[src/rtl/uart_tx_framer.sv]
// UART transmit framer: latches a byte into an 11-bit frame (start, 8 data LSB first,
// parity, stop) and shifts it out on tx_out, holding each bit for CLKS_PER_BIT cycles.
module uart_tx_framer #(
  parameter int CLKS_PER_BIT = 16,
  parameter bit PARITY_ODD   = 1'b0
) (
  input  logic        clk,
  input  logic        reset,
  input  logic        tx_start,
  input  logic [7:0]  data_in,
  output logic        tx_out,
  output logic        busy,
  output logic        done_flag,
  output logic [10:0] frame_out
);

  localparam int CNT_W = (CLKS_PER_BIT > 2) ? $clog2(CLKS_PER_BIT) : 1;
  localparam logic [CNT_W-1:0] CNT_MAX = CNT_W'(CLKS_PER_BIT - 1);

  typedef enum logic [2:0] {
    IDLE   = 3'd0,
    START  = 3'd1,
    DATA   = 3'd2,
    PARITY = 3'd3,
    STOP   = 3'd4
  } state_t;

  state_t           state_q;
  logic [CNT_W-1:0] cnt_q;
  logic [CNT_W-1:0] cnt_d;
  logic [2:0]       bit_idx_q;
  logic [7:0]       shift_q;
  logic [10:0]      frame_q;
  logic             tx_q;
  logic             busy_q;
  logic             done_q;
  logic             bit_end;

  function automatic logic parity_of(input logic [7:0] d);
    return (^d) ^ PARITY_ODD;
  endfunction

  assign bit_end = (cnt_q == CNT_MAX);

  // Baud counter: held at zero while idle, wraps at the end of every bit period.
  always_comb begin
    cnt_d = cnt_q;
    if ((state_q == IDLE) || bit_end) begin
      cnt_d = '0;
    end else begin
      cnt_d = cnt_q + CNT_W'(1);
    end
  end

  // Frame sequencer with registered line and status outputs.
  always_ff @(posedge clk) begin
    if (reset) begin
      state_q   <= IDLE;
      cnt_q     <= '0;
      bit_idx_q <= 3'd0;
      shift_q   <= 8'h00;
      frame_q   <= 11'h7FE;
      tx_q      <= 1'b1;
      busy_q    <= 1'b0;
      done_q    <= 1'b0;
    end else begin
      cnt_q  <= cnt_d;
      done_q <= 1'b0;
      case (state_q)
        IDLE: begin
          if (tx_start) begin
            state_q   <= START;
            frame_q   <= {1'b1, parity_of(data_in), data_in, 1'b0};
            shift_q   <= data_in;
            bit_idx_q <= 3'd0;
            tx_q      <= 1'b0;
            busy_q    <= 1'b1;
          end
        end
        START: begin
          if (bit_end) begin
            state_q <= DATA;
            tx_q    <= shift_q[0];
          end
        end
        DATA: begin
          // Data bits come from a private shift copy so the next bit is always at [1].
          if (bit_end) begin
            if (bit_idx_q == 3'd7) begin
              state_q <= PARITY;
              tx_q    <= frame_q[9];
            end else begin
              bit_idx_q <= bit_idx_q + 3'd1;
              shift_q   <= {1'b0, shift_q[7:1]};
              tx_q      <= shift_q[1];
            end
          end
        end
        PARITY: begin
          if (bit_end) begin
            state_q <= STOP;
            tx_q    <= 1'b1;
          end
        end
        STOP: begin
          if (bit_end) begin
            state_q <= IDLE;
            tx_q    <= 1'b1;
            busy_q  <= 1'b0;
            done_q  <= 1'b1;
          end
        end
        default: begin
          state_q <= IDLE;
          tx_q    <= 1'b1;
          busy_q  <= 1'b0;
        end
      endcase
    end
  end

  assign tx_out    = tx_q;
  assign busy      = busy_q;
  assign done_flag = done_q;
  assign frame_out = frame_q;

endmodule

[config.mk]
export PLATFORM = sky130hd
export DESIGN_NAME = uart_tx_framer
export DESIGN_NICKNAME = d
export VERILOG_FILES = /design/src/rtl/uart_tx_framer.sv
export SDC_FILE = /design/constraint.sdc
export NUM_CORES = 1
export LEC_CHECK = 0
export ABC_AREA = 0
export CORE_MARGIN = 4
export CORE_UTILIZATION = 52
export CTS_BUF_LIST = sky130_fd_sc_hd__clkbuf_16
export DETAILED_ROUTE_END_ITERATION = 10
export PLACE_DENSITY = 0.89
export SKIP_LAST_GASP = 1
export SYNTH_ARGS = -nofsm -noshare
export SYNTH_HDL_FRONTEND = slang
export SYNTH_SLANG_ARGS = --single-unit
export TNS_END_PERCENT = 50
[constraint.sdc]
create_clock -name clk -period 1.8 [get_ports clk]
set_input_delay 0.36 -clock clk [delete_from_list [all_inputs] [get_ports clk]]
set_output_delay 0.36 -clock clk [all_outputs]
set_load 0.03 [all_outputs]
==> qor.yml <==
placement:
  dp.final_hpwl_um: 2331
  placedInstanceArea_um2: 1765
  dp_cells: 204
  globalplace.congestion: 0.8478
  io_buffer_count: 22
die:
  num_io_pins: 25
  fp.dieH_um: 61.20
  initial_core_util_pct: 53.82
  core-area_um2: 2734
  core.rowCount: 19
  fp.dieArea_um2: 3745
  dieWidth_um: 61.20
drt:
  avgViaCountPerCell: 5.608
  totalWireLength_um: 3379
  detailedRoute.firstPassIterationCount: 5
  antenna_left: 0
  drtIter0Drc: 56
  vias: 1189
  detail_route.wl_per_cell_um: 15.94
  route.detailed.drc: 0
cts:
  cts-buffers-inserted: 5
  cts_root_buf: "sky130_fd_sc_hd__clkbuf_16"
  ctsLongestPathBuffers: 2
  cts.hold.buffers_added: 0
  htree_levels: 2
  worst_setup_hold_path_clk_slew_ns: 0.05
  cts.repair.resized: 0
  tritoncts: "built"
  postCtsSetupRepairBufs: 0
  worstSkewPairLatency_ns: 0.27
  clock_sink_count: 30
logic_synthesis:
  yosys_most_used_dff: "sky130_fd_sc_hd__dfxtp_1"
  synth_area_leaders: "sky130_fd_sc_hd__dfxtp_1 41%, sky130_fd_sc_hd__mux2i_1 6.1%, sky130_fd_sc_hd__a211oi_2 6.0%"
  synth_enable_flop_cells: 0
  syn_area_um2: 1471
  synth-warning-count: 0
  synth-async-reset-ratio_pct: 0
  netlist_instances: 149
  postSynthRegisterBits: 30
  sequential_element_share_of_the_synthesized_area_pct: 40.82
  synth.distinct_cells: 43
  synth_top_cell_by_area: "sky130_fd_sc_hd__dfxtp_1"
  synth_top_area_share_pct: 40.82
  synthesis.area_per_instance_um2: 9.875
  syn_nets: 163
worst_setup_path:
  reg_to_reg_slack_setup_ns: 0.12
  worst_path_max_delay_cell: "sky130_fd_sc_hd__o21ai_4"
  critical_path.most_common_cell: "sky130_fd_sc_hd__ha_1"
  timing.critical_path.arrival_ns: 1.84
  critical_path.top_delay_family: "adder cells"
  crit_path_end_kind: "flop"
  number_of_buffers_and_inverters_on_the_critical_path: 1
  critPathLaunchType: "flop"
  critical_path_peak_fanout: 9
  timing_worst_setup_path_type: "flop to flop"
  crit_chain: "ha_1, ha_1, o21ai_4, and2_1, buf_4, a211oi_2"
  critical-path-max-stage-delay_ns: 0.33
  critPathRequiredTime_ns: 1.95
finish:
  stdcell_count: 212
  antenna_cells_inserted: 0
  final_cell_mix: "30 x sky130_fd_sc_hd__dfxtp_1, 22 x sky130_fd_sc_hd__clkdlybuf4s50_1, 15 x sky130_fd_sc_hd__nand2_1, 12 x sky130_fd_sc_hd__buf_4, 10 x sky130_fd_sc_hd__a21oi_1"
  layout.cells.most_common: "sky130_fd_sc_hd__dfxtp_1"
  register_area_um2: 600.6
  filler_cell_count: 206
  nNetsFinal: 194
  area_taken_by_multi_input_logic_gates_um2: 788.3
  synthToLayoutAreaGrowth_pct: 31.21
  finalCoreUtilization_pct: 70.62
  share_of_cells_above_drive_strength_1_pct: 21.55
  post-route-cell-area_um2: 1931
grt:
  wire_length_of_the_first_global_routing_pass_um: 5306
  grt_remaining_overflow: 0
  maximum_number_of_pins_on_one_net_before_global_route_repair: 22
  groute.usage.overall_pct: 19.71
  antenna_found_initial: 0
  first_global_vias: 1202
pwr:
  leakage_power_of_the_design_uw: 0.0007704
  pwr_density_cell_nw_per_um2: 1020
  ir_drop_uv: 1048
run_status:
  status: "complete, no violations"
sta:
  clock_skew_ns: 0.004098
  final.period_utilization_pct: 93.48
  maxSlewViolCount: 0
  finalWorstPathRequiredPeriod_ns: 1.683
  unrepaired_setup_endpoints_after_global_routing: "false"
  setup_viol_count_final: 0
  fmaxAchievable_ghz: 0.5943
  final_hold_viols: 0
flow_run:
  maxCapViolCount: 0
worst_hold_path:
  worst_hold_path_type: "flop to flop"
==> through the flow <==
step,worst slack (ns),hold WS (ns),total power (uW),setup TNS [ns]
3_3_place_gp,-0.02721,0.4280,1036,-0.1275
3_5_place_dp,-0.06104,0.4480,1045,-0.4088
2_1_floorplan,0.2917,0.4176,926.8,0
5_1_grt,0.03046,0.4783,2035,0
6_report,0.1173,0.4557,1969,0
4_1_cts,0.1127,0.4572,1984,0
==> report_power, final <==
part	switching, uW	internal (uW)
clock network	285	646
logic	164	143
registers	26.6	705
==> metal layers <==
metal / vias to the layer above / GRT usage (%) / share of wire [%]
li1: 582 / - / -
met1: 568 / 22.89 / 44
met2: 31 / 31.72 / 50
met3: 8 / 7.966 / 4.4
met4: 0 / 8.978 / 1.6
met5: - / 0 / 0
==> worst reg2reg max path: stages, from the launching register on <==
cell	delay, ns
sky130_fd_sc_hd__dfxtp_1	0.32
sky130_fd_sc_hd__ha_1	0.20
sky130_fd_sc_hd__ha_1	0.29
sky130_fd_sc_hd__o21ai_4	0.33
sky130_fd_sc_hd__and2_1	0.20
sky130_fd_sc_hd__buf_4	0.16
sky130_fd_sc_hd__a211oi_2	0.08
==> flip-flops by register name, indices dropped and copies added, names as in the netlist <==
signal     flops
cnt_q          4
state_q        3
frame_out      9
bit_idx_q      3
tx_out         1
shift_q        8
busy           1
done_flag      1
==> cells in the mapped netlist (3+ instances only) <==
cell / count
sky130_fd_sc_hd__dfxtp_1: 30
sky130_fd_sc_hd__buf_4: 4
sky130_fd_sc_hd__ha_1: 3
sky130_fd_sc_hd__nand2_1: 15
sky130_fd_sc_hd__mux2i_1: 9
sky130_fd_sc_hd__a21oi_1: 10
sky130_fd_sc_hd__a211oi_2: 7
sky130_fd_sc_hd__buf_2: 3
sky130_fd_sc_hd__xnor2_1: 9
sky130_fd_sc_hd__nor3_1: 4
sky130_fd_sc_hd__nand3b_1: 8
sky130_fd_sc_hd__nor2_1: 9
==> logic make-up (layout without fill, tap and decap cells) <==
logic type | count (synthesis) | in the layout | synth area share, %
AO/OA/AOI/OAI | 30 | 30 | 16.84
XOR/XNOR | 10 | 10 | 5.953
adder cells (fa/ha/maj) | 3 | 3 | 2.551
buffers and inverters | 13 | 45 | 5.612
flip-flops | 30 | 30 | 40.82
multiplexers | 11 | 11 | 7.653
other | 2 | 2 | 0.5104
AND/OR/NAND/NOR | 50 | 50 | 20.07
==> cell type report <==
type | instances | share of cell area (%)
Timing Repair Buffer | 35 | 17.11
Tap cell | 31 | 2.009
Inverter | 2 | 0.3889
Clock buffer | 5 | 6.481
Clock inverter | 3 | 2.074
Multi-Input combinational cell | 106 | 40.83
Sequential cell | 30 | 31.11
==> worst paths after layout <==
check,start,to,cells after the start
hold reg to reg,cnt_q[0],cnt_q[0],1
hold / removal,cnt_q[0],cnt_q[0],1
setup reg to reg,bit_idx_q[0],shift_q[0],6
setup / recovery,bit_idx_q[0],shift_q[0],6
(Power assumes the default switching activity.)
